==> config.mk <==
export PLATFORM = sky130hd
export DESIGN_NAME = wb_asram_ctrl
export DESIGN_NICKNAME = d
export VERILOG_FILES = /design/src/rtl/wb_asram_ctrl.sv
export SDC_FILE = /design/constraint.sdc
export NUM_CORES = 1
export LEC_CHECK = 0
export ABC_AREA = 0
export CAP_MARGIN = 20
export CORE_MARGIN = 5
export CORE_UTILIZATION = 40
export CTS_CLUSTER_SIZE = 25
export DETAILED_ROUTE_END_ITERATION = 6
export PLACE_DENSITY = 0.77
export RECOVER_POWER = 50
export SLEW_MARGIN = 25
export SYNTH_ARGS = -nofsm -noshare
export SYNTH_HDL_FRONTEND = slang
export SYNTH_SLANG_ARGS = --single-unit
==> constraint.sdc <==
create_clock -name clk -period 2.1 [get_ports clk]
set_input_delay 0.42 -clock clk [delete_from_list [all_inputs] [get_ports clk]]
set_output_delay 0.42 -clock clk [all_outputs]
set_load 0.02 [all_outputs]
==> src/rtl/wb_asram_ctrl.sv <==
// wb_asram_ctrl
//   WISHBONE slave controller for asynchronous SRAM/ROM/IO devices.
//   NREG address regions, each with its own chip select, read/write wait
//   states, enable and write-protect bits. These are programmed through a
//   small configuration WISHBONE slave. Incrementing and wrapping bursts
//   (cti=010, bte) keep the chip select low between beats.
//
// Ports
//   clk, rst_n          system clock (rising edge), async active-low reset
//   wb_*                system bus slave: adr/dat/sel/cyc/stb/we/cti/bte in,
//                       dat/ack/err/rty out (rty tied low)
//   cfg_*               config slave: adr (word index), dat, cyc/stb/we in,
//                       dat/ack out
//   mem_*               external memory pins: addr, dout, din, drive (pad
//                       output enable), csn[NREG], oen, wen[3:0] (active low)
//
// Config word i: [3:0] rws, [7:4] wws, [8] en, [9] wp; other bits read 0.
module wb_asram_ctrl #(
  parameter int unsigned        NREG     = 3,
  parameter logic [NREG*12-1:0] REG_ADDR = {12'h400, 12'h200, 12'h000},
  parameter logic [NREG*12-1:0] REG_MASK = {12'hC00, 12'hE00, 12'hE00},
  parameter logic [3:0]         WS_RST   = 4'd2
) (
  input  logic            clk,
  input  logic            rst_n,
  // system WISHBONE slave
  input  logic [31:0]     wb_adr_i,
  input  logic [31:0]     wb_dat_i,
  input  logic [3:0]      wb_sel_i,
  input  logic            wb_cyc_i,
  input  logic            wb_stb_i,
  input  logic            wb_we_i,
  input  logic [2:0]      wb_cti_i,
  input  logic [1:0]      wb_bte_i,
  output logic [31:0]     wb_dat_o,
  output logic            wb_ack_o,
  output logic            wb_err_o,
  output logic            wb_rty_o,
  // config WISHBONE slave
  input  logic [2:0]      cfg_adr_i,
  input  logic [31:0]     cfg_dat_i,
  input  logic            cfg_cyc_i,
  input  logic            cfg_stb_i,
  input  logic            cfg_we_i,
  output logic [31:0]     cfg_dat_o,
  output logic            cfg_ack_o,
  // memory pins
  output logic [31:0]     mem_addr,
  output logic [31:0]     mem_dout,
  input  logic [31:0]     mem_din,
  output logic            mem_drive,
  output logic [NREG-1:0] mem_csn,
  output logic            mem_oen,
  output logic [3:0]      mem_wen
);

  localparam int unsigned RW = (NREG > 1) ? $clog2(NREG) : 1;

  typedef enum logic [2:0] {
    S_IDLE,
    S_ERR,
    S_ACCESS,
    S_HOLD,
    S_ACK
  } state_t;

  state_t state_q, state_d;

  // ---------------------------------------------------------------------
  // Configuration registers
  // ---------------------------------------------------------------------
  logic [9:0] cfg_q [NREG];
  logic [9:0] cfg_rd;
  logic       cfg_req;

  assign cfg_req = cfg_cyc_i & cfg_stb_i;

  always_comb begin
    cfg_rd = '0;
    for (int unsigned i = 0; i < NREG; i++) begin
      if (cfg_adr_i == 3'(i)) cfg_rd = cfg_q[i];
    end
  end

  // The ack drops for one cycle after every handshake so a master holding
  // stb sees one ack per transfer; the write lands with the ack.
  always_ff @(posedge clk or negedge rst_n) begin
    if (!rst_n) begin
      for (int unsigned i = 0; i < NREG; i++) begin
        cfg_q[i] <= {1'b0, 1'b1, WS_RST, WS_RST};
      end
      cfg_ack_o <= 1'b0;
      cfg_dat_o <= '0;
    end else if (cfg_ack_o) begin
      cfg_ack_o <= 1'b0;
    end else if (cfg_req) begin
      cfg_ack_o <= 1'b1;
      cfg_dat_o <= {22'd0, cfg_rd};
      if (cfg_we_i) begin
        for (int unsigned i = 0; i < NREG; i++) begin
          if (cfg_adr_i == 3'(i)) cfg_q[i] <= cfg_dat_i[9:0];
        end
      end
    end
  end

  // ---------------------------------------------------------------------
  // Region decode (lowest index wins)
  // ---------------------------------------------------------------------
  logic          hit;
  logic [RW-1:0] hit_idx;
  logic [9:0]    hit_cfg;
  logic          req_err;
  logic [3:0]    req_ws;

  always_comb begin
    hit     = 1'b0;
    hit_idx = '0;
    hit_cfg = '0;
    for (int unsigned i = 0; i < NREG; i++) begin
      if (!hit &&
          ((wb_adr_i[31:20] & REG_MASK[i*12 +: 12]) == REG_ADDR[i*12 +: 12])) begin
        hit     = 1'b1;
        hit_idx = RW'(i);
        hit_cfg = cfg_q[i];
      end
    end
  end

  assign req_err = !hit || !hit_cfg[8] || (wb_we_i && hit_cfg[9]);
  assign req_ws  = wb_we_i ? hit_cfg[7:4] : hit_cfg[3:0];

  // ---------------------------------------------------------------------
  // Latched transfer state
  // ---------------------------------------------------------------------
  logic [31:0]   adr_q;
  logic [31:0]   dat_q;
  logic [3:0]    sel_q;
  logic          we_q;
  logic [RW-1:0] reg_q;
  logic [3:0]    ws_q;
  logic [3:0]    cnt_q;
  logic [31:0]   next_adr;
  logic [NREG-1:0] csn_sel;

  // Burst address step: only the wrap field advances for wrapping bursts.
  always_comb begin
    next_adr = adr_q;
    case (wb_bte_i)
      2'b00:   next_adr        = adr_q + 32'd4;
      2'b01:   next_adr[3:2]   = adr_q[3:2] + 2'd1;
      2'b10:   next_adr[4:2]   = adr_q[4:2] + 3'd1;
      default: next_adr[5:2]   = adr_q[5:2] + 4'd1;
    endcase
  end

  always_comb begin
    csn_sel = '1;
    for (int unsigned i = 0; i < NREG; i++) begin
      if (reg_q == RW'(i)) csn_sel[i] = 1'b0;
    end
  end

  // ---------------------------------------------------------------------
  // FSM
  // ---------------------------------------------------------------------
  always_ff @(posedge clk or negedge rst_n) begin
    if (!rst_n) state_q <= S_IDLE;
    else        state_q <= state_d;
  end

  always_comb begin
    state_d   = state_q;
    wb_ack_o  = 1'b0;
    wb_err_o  = 1'b0;
    mem_csn   = '1;
    mem_oen   = 1'b1;
    mem_wen   = 4'hF;
    mem_drive = 1'b0;
    case (state_q)
      S_IDLE: begin
        if (wb_cyc_i && wb_stb_i) state_d = req_err ? S_ERR : S_ACCESS;
      end
      S_ERR: begin
        wb_err_o = wb_cyc_i;
        state_d  = S_IDLE;
      end
      S_ACCESS: begin
        mem_csn = csn_sel;
        if (we_q) begin
          mem_drive = 1'b1;
          mem_wen   = ~sel_q;
        end else begin
          mem_oen = 1'b0;
        end
        if (cnt_q == '0) state_d = we_q ? S_HOLD : S_ACK;
      end
      S_HOLD: begin
        mem_csn   = csn_sel;
        mem_drive = 1'b1;
        state_d   = S_ACK;
      end
      S_ACK: begin
        mem_csn  = csn_sel;
        wb_ack_o = wb_cyc_i;
        state_d  = (wb_cti_i == 3'b010) ? S_ACCESS : S_IDLE;
      end
      default: state_d = S_IDLE;
    endcase
    // Master abort overrides everything: release the pins next cycle.
    if (state_q != S_IDLE && !wb_cyc_i) state_d = S_IDLE;
  end

  always_ff @(posedge clk or negedge rst_n) begin
    if (!rst_n) begin
      adr_q    <= '0;
      dat_q    <= '0;
      sel_q    <= '0;
      we_q     <= 1'b0;
      reg_q    <= '0;
      ws_q     <= '0;
      cnt_q    <= '0;
      wb_dat_o <= '0;
    end else if (state_q == S_IDLE && state_d == S_ACCESS) begin
      adr_q <= {wb_adr_i[31:2], 2'b00};
      dat_q <= wb_dat_i;
      sel_q <= wb_sel_i;
      we_q  <= wb_we_i;
      reg_q <= hit_idx;
      ws_q  <= req_ws;
      cnt_q <= req_ws;
    end else if (state_q == S_ACK && state_d == S_ACCESS) begin
      // Next burst beat: same region and wait states, fresh data/lanes.
      adr_q <= next_adr;
      dat_q <= wb_dat_i;
      sel_q <= wb_sel_i;
      cnt_q <= ws_q;
    end else if (state_q == S_ACCESS && state_d != S_IDLE) begin
      if (cnt_q != '0) cnt_q <= cnt_q - 4'd1;
      else if (!we_q)  wb_dat_o <= mem_din;
    end
  end

  assign mem_addr = adr_q;
  assign mem_dout = dat_q;
  assign wb_rty_o = 1'b0;

  logic unused_bits;
  assign unused_bits = ^{wb_adr_i[1:0], cfg_dat_i[31:10]};

endmodule

==> results.sh, run 1 <==
export IMPL_clk_path_buf_depth=2
export IMPL_portBuffers=239
export IMPL_crit_type="in2reg"
export IMPL_wl_mm=24.9
export IMPL_r2r_cells=10
export IMPL_async_reset_ff_share_pct=100
export IMPL_fp_dieW_um=146
export IMPL_rows=49
export IMPL_cts_reportedPaths_clkPinSlew_ps=70
export IMPL_area_growth_pct=69.8
export IMPL_pin_count=289
export IMPL_ir_drop_mv=0.566
export IMPL_internal_power_mw=7.79
export IMPL_synth_top_cell_by_area="dfrtp_1"
export IMPL_cts_tree="yes"
export IMPL_placed_cells=1167
export IMPL_period_minus_slack_ps=2390
export IMPL_drive_gt1_share_pct=37.1
export IMPL_root_buffer="clkbuf_16"
export IMPL_cp_max_fo=6
export IMPL_hold_depth=2
export IMPL_pre_cts_ws_ps=-764
export IMPL_design_area_um2=12600
export IMPL_routabilityCongestion=0.816
export IMPL_crit_required_ps=2430
export IMPL_violations="negative setup slack"
export IMPL_synth_top_area_share_pct=48.7
export IMPL_leakagePower_nw=5.47
export IMPL_power_mw=11.4
export IMPL_drt_initial_drc_count=317
export IMPL_grt_pass1_wl_mm=38.1
export IMPL_dpl_cell_area_um2=10600
export IMPL_grtUsageTotal_pct=21.9
export IMPL_synthTopCellsByCount="dfrtp_1, mux2_2, nand2_1, a21oi_1, o21ai_0"
export IMPL_postRouteAntennaNets=0
export IMPL_antenna_found_initial=1
export IMPL_drc_errors=0
export IMPL_power_net_switching_mw=3.66
export IMPL_min_path_type="reg2reg"
export IMPL_vias=6744
export IMPL_clock_sinks=153
export IMPL_power_frac_comb_pct=35.3
export IMPL_pwr_share_clk_pct=27.5
export IMPL_dp_hpwl_mm=15.9
export IMPL_final_max_slew_viol_count=0
export IMPL_worstPathArrival_ps=2710
export IMPL_period_share_pct=114
export IMPL_seqPwrFrac_pct=37.2
export IMPL_fmax_ghz=0.419
export IMPL_maxCapViolCount=0
export IMPL_ys_seq_area_share_pct=51.9
export IMPL_nFillCells=1291
export IMPL_switching_share_pct=32.0
export IMPL_setup_violations=76
export IMPL_ys_types=60
export IMPL_postSynthAreaPerCell_um2=11.4
export IMPL_die_h_um=146
export IMPL_initial_core_util_pct=40.9
export IMPL_die_area_um2=21300
export IMPL_synth_edf_count=0
export IMPL_hold_violations=0
export IMPL_synthFlopType="dfrtp_1"
export IMPL_finClkSkew_ps=12.3
export IMPL_syn_area_um2=7400
export IMPL_cp_end_kind="flip-flop"
export IMPL_fp_coreArea_um2=18100
export IMPL_synthTopCellsByArea="dfrtp_1, mux2_2, dfstp_2"
export IMPL_cellPowerDensity_nw_per_um2=912
export IMPL_drtPass1Iterations=5
export IMPL_yosys_warnings=0
export IMPL_ys_seq_elements=153
export IMPL_worst_slew_pin_slew_ps=1410
export IMPL_via_per_inst=5.41
export IMPL_grt_setup_unrepaired="true"
export IMPL_numCtsBuffers=17
export IMPL_status="complete, but fails checks"
export IMPL_layout_setup_ws_ps=-288
export IMPL_cts_max_level=4
export IMPL_final_nets=1157
export IMPL_grt_overflow_total=0
export IMPL_max_slew_margin_pct=5.87
export IMPL_clock_latency_ps=420
export IMPL_wire_per_inst_um=20.0
export IMPL_fin_cells=1247
export IMPL_grt_max_degree=53
export IMPL_synthCells=647
export IMPL_grt_pass1_vias=7063
export IMPL_cp_start_kind="input port"
export IMPL_synth_most_common_cell="dfrtp_1"
## placed cells by master, fill, tap and decap left out, types with 5 or more instances in the layout
| cell type | count |
|---|---|
| a21oi_1 | 15 |
| a21oi_2 | 22 |
| a21oi_4 | 12 |
| a22o_1 | 12 |
| and4_1 | 5 |
| buf_12 | 13 |
| buf_16 | 11 |
| buf_2 | 5 |
| buf_4 | 81 |
| buf_6 | 22 |
| buf_8 | 6 |
| clkbuf_16 | 19 |
| clkdlybuf4s50_1 | 226 |
| conb_1 | 25 |
| dfrtp_1 | 142 |
| dfstp_2 | 9 |
| inv_1 | 9 |
| mux2_2 | 62 |
| mux2_4 | 37 |
| mux2i_1 | 14 |
| nand2_1 | 54 |
| nand2_2 | 5 |
| nand3_1 | 15 |
| nand4_1 | 8 |
| nor2_1 | 13 |
| o21ai_0 | 20 |
| o21ai_1 | 13 |
| o21ai_2 | 11 |
| o22ai_1 | 8 |
| o32ai_1 | 9 |
## power groups by stage
stage	combinational, mW	clock (mW)	sequential [mW]
CTS	3.88	3.20	4.20
global route	4.26	3.33	4.35
global placement	3.38	0	4.18
floorplan	1.04	0	4.75
finish	4.04	3.15	4.26
detailed placement	3.46	0	4.21
## worst paths after layout
check	startpoint	to	slack, ps
worst max-delay path	wb_adr_i[30]	mem_addr[23]	-290
worst min-delay path	ws_q[0]	ws_q[0]	500
worst max register to register	cfg_q[29]	mem_addr[23]	-270
worst min register to register	ws_q[0]	ws_q[0]	500
max in group asynchronous	rst_n	cfg_q[8]	230
min in group asynchronous	rst_n	mem_dout[27]	880
## state kept, by name, indices dropped and copies added, names as in the netlist
signal,cells
cfg_ack_o,1
cfg_dat_o,10
cfg_q,30
cnt_q,4
mem_addr,30
mem_dout,32
reg_q,2
sel_q,4
state_q,3
wb_dat_o,32
we_q,1
ws_q,4
## area by class of cell
cell class | count | area [um2] | area share [%]
repair buffers | 374 | 3930 | 31.3
multi-input cells | 448 | 3850 | 30.7
flip-flops and latches | 153 | 3840 | 30.6
clock buffers | 21 | 470 | 3.75
well taps | 229 | 287 | 2.28
clock inverters | 11 | 134 | 1.07
inverters | 10 | 37.5 | 0.299
diodes | 1 | 2.50 | 0.0199
## per-stage QoR
step,util (%),hold WS (ps),setup TNS (ps)
4_1_cts,67.7,490,-10570
3_5_place_dp,58.8,423,-66220
2_1_floorplan,-,124,-12320
3_3_place_gp,58.8,415,-64200
5_1_grt,69.4,513,-19390
6_report,69.4,497,-13630
## worst max-delay path, cell delays in order
cell	delay, ps
clkdlybuf4s50_1	640
nand3b_1	130
or2_2	310
a21o_1	230
buf_6	150
a21oi_4	190
buf_6	130
buf_6	130
buf_16	120
nor2_1	60
nor3_2	200
## what timing repair did
| action | in CTS | in global routing |
|---|---|---|
| resized for setup | 157 | 89 |
| pin swaps | 21 | 29 |
| gates cloned | 14 | 2 |
| endpoints found under the hold margin | 49 | 0 |
| endpoints found under the setup margin | 114 | 118 |
| hold buffers | 1 | 0 |
| setup buffers | 21 | 15 |
## cell families after synthesis
kind of cell	share of synthesized area (%)
fa+ha+maj	0.846
mux	18.4
flops	51.9
other cells	0.0507
buf+inv	5.52
compound gates	12.5
simple gates	10.8
## routing by layer
layer	vias up	share of wire [%]	track usage (%)
li1	3043	-	-
met1	3320	39	27.3
met2	323	50	37.5
met3	56	8.8	5.92
met4	2	2.0	6.35
met5	-	0.028	0
Power figures use the tool's default switching activity.
==> run 2: changes to the inputs <==
--- a/config.mk
+++ b/config.mk
@@ -7,10 +7,10 @@
 export LEC_CHECK = 0
 export ABC_AREA = 0
 export CAP_MARGIN = 20
-export CORE_MARGIN = 5
 export CORE_UTILIZATION = 40
 export CTS_CLUSTER_SIZE = 25
 export DETAILED_ROUTE_END_ITERATION = 6
+export HOLD_SLACK_MARGIN = 0.06
 export PLACE_DENSITY = 0.77
 export RECOVER_POWER = 50
 export SLEW_MARGIN = 25
==> run 2 against run 1 <==
- the flow still finishes with violations (negative setup slack)
- total power fell by 3.6%
- die area fell by 11%
- via count fell by 4.6%
- cell count fell by 2.1%
- clock skew fell by 1.7 ps
- routed wire length fell by 13%
- utilization fell by 3.8 points
- setup slack improved by 86 ps
==> results.sh, run 2 (synthesized netlist as in run 1, its figures left out) <==
export IMPL_path_buf_inv=4
export IMPL_dp_hpwl_mm=14.9
export IMPL_pin_count=289
export IMPL_die_area_um2=19000
export IMPL_clock_sinks=153
export IMPL_hold_violations=0
export IMPL_ir_drop_mv=0.573
export IMPL_status="complete, but fails checks"
export IMPL_min_path_type="reg2reg"
export IMPL_design_area_um2=11800
export IMPL_finClkSkew_ps=10.6
export IMPL_fmax_ghz=0.434
export IMPL_crit_chain="mux2_4 > a2111o_1 > a21o_4 > buf_12 > a21oi_4 > buf_12 > buf_8 > buf_12 > a21oi_2 > a21oi_1"
export IMPL_worst_slew_pin_slew_ps=1430
export IMPL_area_growth_pct=60.0
export IMPL_numCtsBuffers=17
export IMPL_crit_type="reg2reg"
export IMPL_layout_commonest_cell="clkdlybuf4s50_1"
export IMPL_pre_cts_ws_ps=-754
export IMPL_setup_violations=75
export IMPL_grt_setup_unrepaired="true"
export IMPL_drc_errors=0
export IMPL_diodes=0
export IMPL_fp_dieW_um=138
export IMPL_max_slew_margin_pct=4.64
export IMPL_placed_cells=1166
export IMPL_cts_reportedPaths_clkPinSlew_ps=60
export IMPL_worstPathArrival_ps=2650
export IMPL_dpl_cell_area_um2=10600
export IMPL_cellPowerDensity_nw_per_um2=932
export IMPL_slowest_stage="a2111o_1"
export IMPL_layout_setup_ws_ps=-202
export IMPL_grt_max_degree=54
export IMPL_drt_initial_drc_count=268
export IMPL_final_nets=1132
export IMPL_portBuffers=239
export IMPL_leakagePower_nw=5.18
export IMPL_cp_max_fo=5
export IMPL_antenna_found_initial=1
export IMPL_grtUsageTotal_pct=22.4
export IMPL_postRouteAntennaNets=0
export IMPL_via_per_inst=5.27
export IMPL_initial_core_util_pct=41.0
export IMPL_rows=49
export IMPL_slowest_delay_ps=460
export IMPL_cp_end_kind="flip-flop"
export IMPL_layout_common_cells="clkdlybuf4s50_1, dfrtp_1, mux2_2"
export IMPL_fin_cells=1221
export IMPL_period_share_pct=110
export IMPL_period_minus_slack_ps=2300
export IMPL_vias=6432
export IMPL_clk_path_buf_depth=2
export IMPL_die_h_um=138
export IMPL_routabilityCongestion=0.876
export IMPL_cts_tree="yes"
export IMPL_clock_latency_ps=420
export IMPL_final_util_pct=65.6
export IMPL_drtPass1Iterations=4
export IMPL_drive_gt1_share_pct=32.4
export IMPL_cp_top_family="compound AO/OA/AOI/OAI gates"
export IMPL_violations="negative setup slack"
export IMPL_maxCapViolCount=0
export IMPL_final_max_slew_viol_count=0
export IMPL_cp_start_kind="flip-flop"
export IMPL_cp_common_cell="buf_12"
export IMPL_fp_coreArea_um2=18000
export IMPL_root_buffer="clkbuf_16"
export IMPL_cts_max_level=4
export IMPL_grt_pass1_vias=6556
export IMPL_grt_overflow_total=0
export IMPL_crit_required_ps=2450
export IMPL_grt_pass1_wl_mm=32.9
export IMPL_wire_per_inst_um=17.9
export IMPL_wl_mm=21.8
==> run 2: per-layer routing <==
| layer | vias up | global-route usage, % | share of wire [%] |
|---|---|---|---|
| met5 | - | 0 | 0.046 |
| li1 | 2991 | - | - |
| met1 | 3176 | 28.0 | 42 |
| met2 | 231 | 37.7 | 50 |
| met3 | 32 | 6.51 | 6.3 |
| met4 | 2 | 5.98 | 1.6 |
==> run 2: area by class of cell <==
cell class	instances	area, um2
fillers	1424	6190
flip-flops and latches	153	3840
multi-input cells	448	3610
repair buffers	349	3470
clock buffers	18	429
well taps	229	287
clock inverters	14	161
inverters	10	37.5
==> run 2: timing repair <==
| item | CTS | global route |
|---|---|---|
| resized for setup | 96 | 60 |
| hold endpoints to repair | 47 | 0 |
| pin swaps | 12 | 12 |
| hold buffers | 1 | 0 |
| setup buffers | 10 | 9 |
| cloned | 5 | 3 |
| endpoints found under the setup margin | 115 | 114 |
==> run 2: worst register-to-register path, cell delays in order, from the launching register on <==
cell and delay, ps:
dfrtp_1 390, mux2_4 270, a2111o_1 460, a21o_4 250, buf_12 130, a21oi_4 180, buf_12 140, buf_8 120
buf_12 120, a21oi_2 50, a21oi_1 120
==> run 2: power by group <==
group          total, mW  switching, mW  internal [mW]
clock               3.12           1.33           1.79
sequential          4.20          0.528           3.67
combinational       3.72           1.65           2.07
total               11.0           3.51           7.53
==> run 2: stage by stage <==
step	hold WS (ps)	total power [mW]	setup TNS, ps
floorplan	124	5.79	-12320
global placement	424	7.52	-65390
detailed placement	427	7.63	-67710
CTS	485	11.0	-6680
global route	523	11.6	-16810
finish	485	11.0	-11310
==> run 2: path summary, 6_finish.rpt <==
check | to | slack [ps] | depth (start not counted) | start
worst min register to register | ws_q[0] | 490 | 2 | ws_q[0]
worst min-delay path | ws_q[0] | 490 | 2 | ws_q[0]
max in group asynchronous | cfg_q[1] | 220 | 3 | rst_n
worst max-delay path | mem_addr[26] | -200 | 10 | cfg_q[19]
worst max register to register | mem_addr[26] | -200 | 10 | cfg_q[19]
min in group asynchronous | mem_dout[28] | 880 | 2 | rst_n
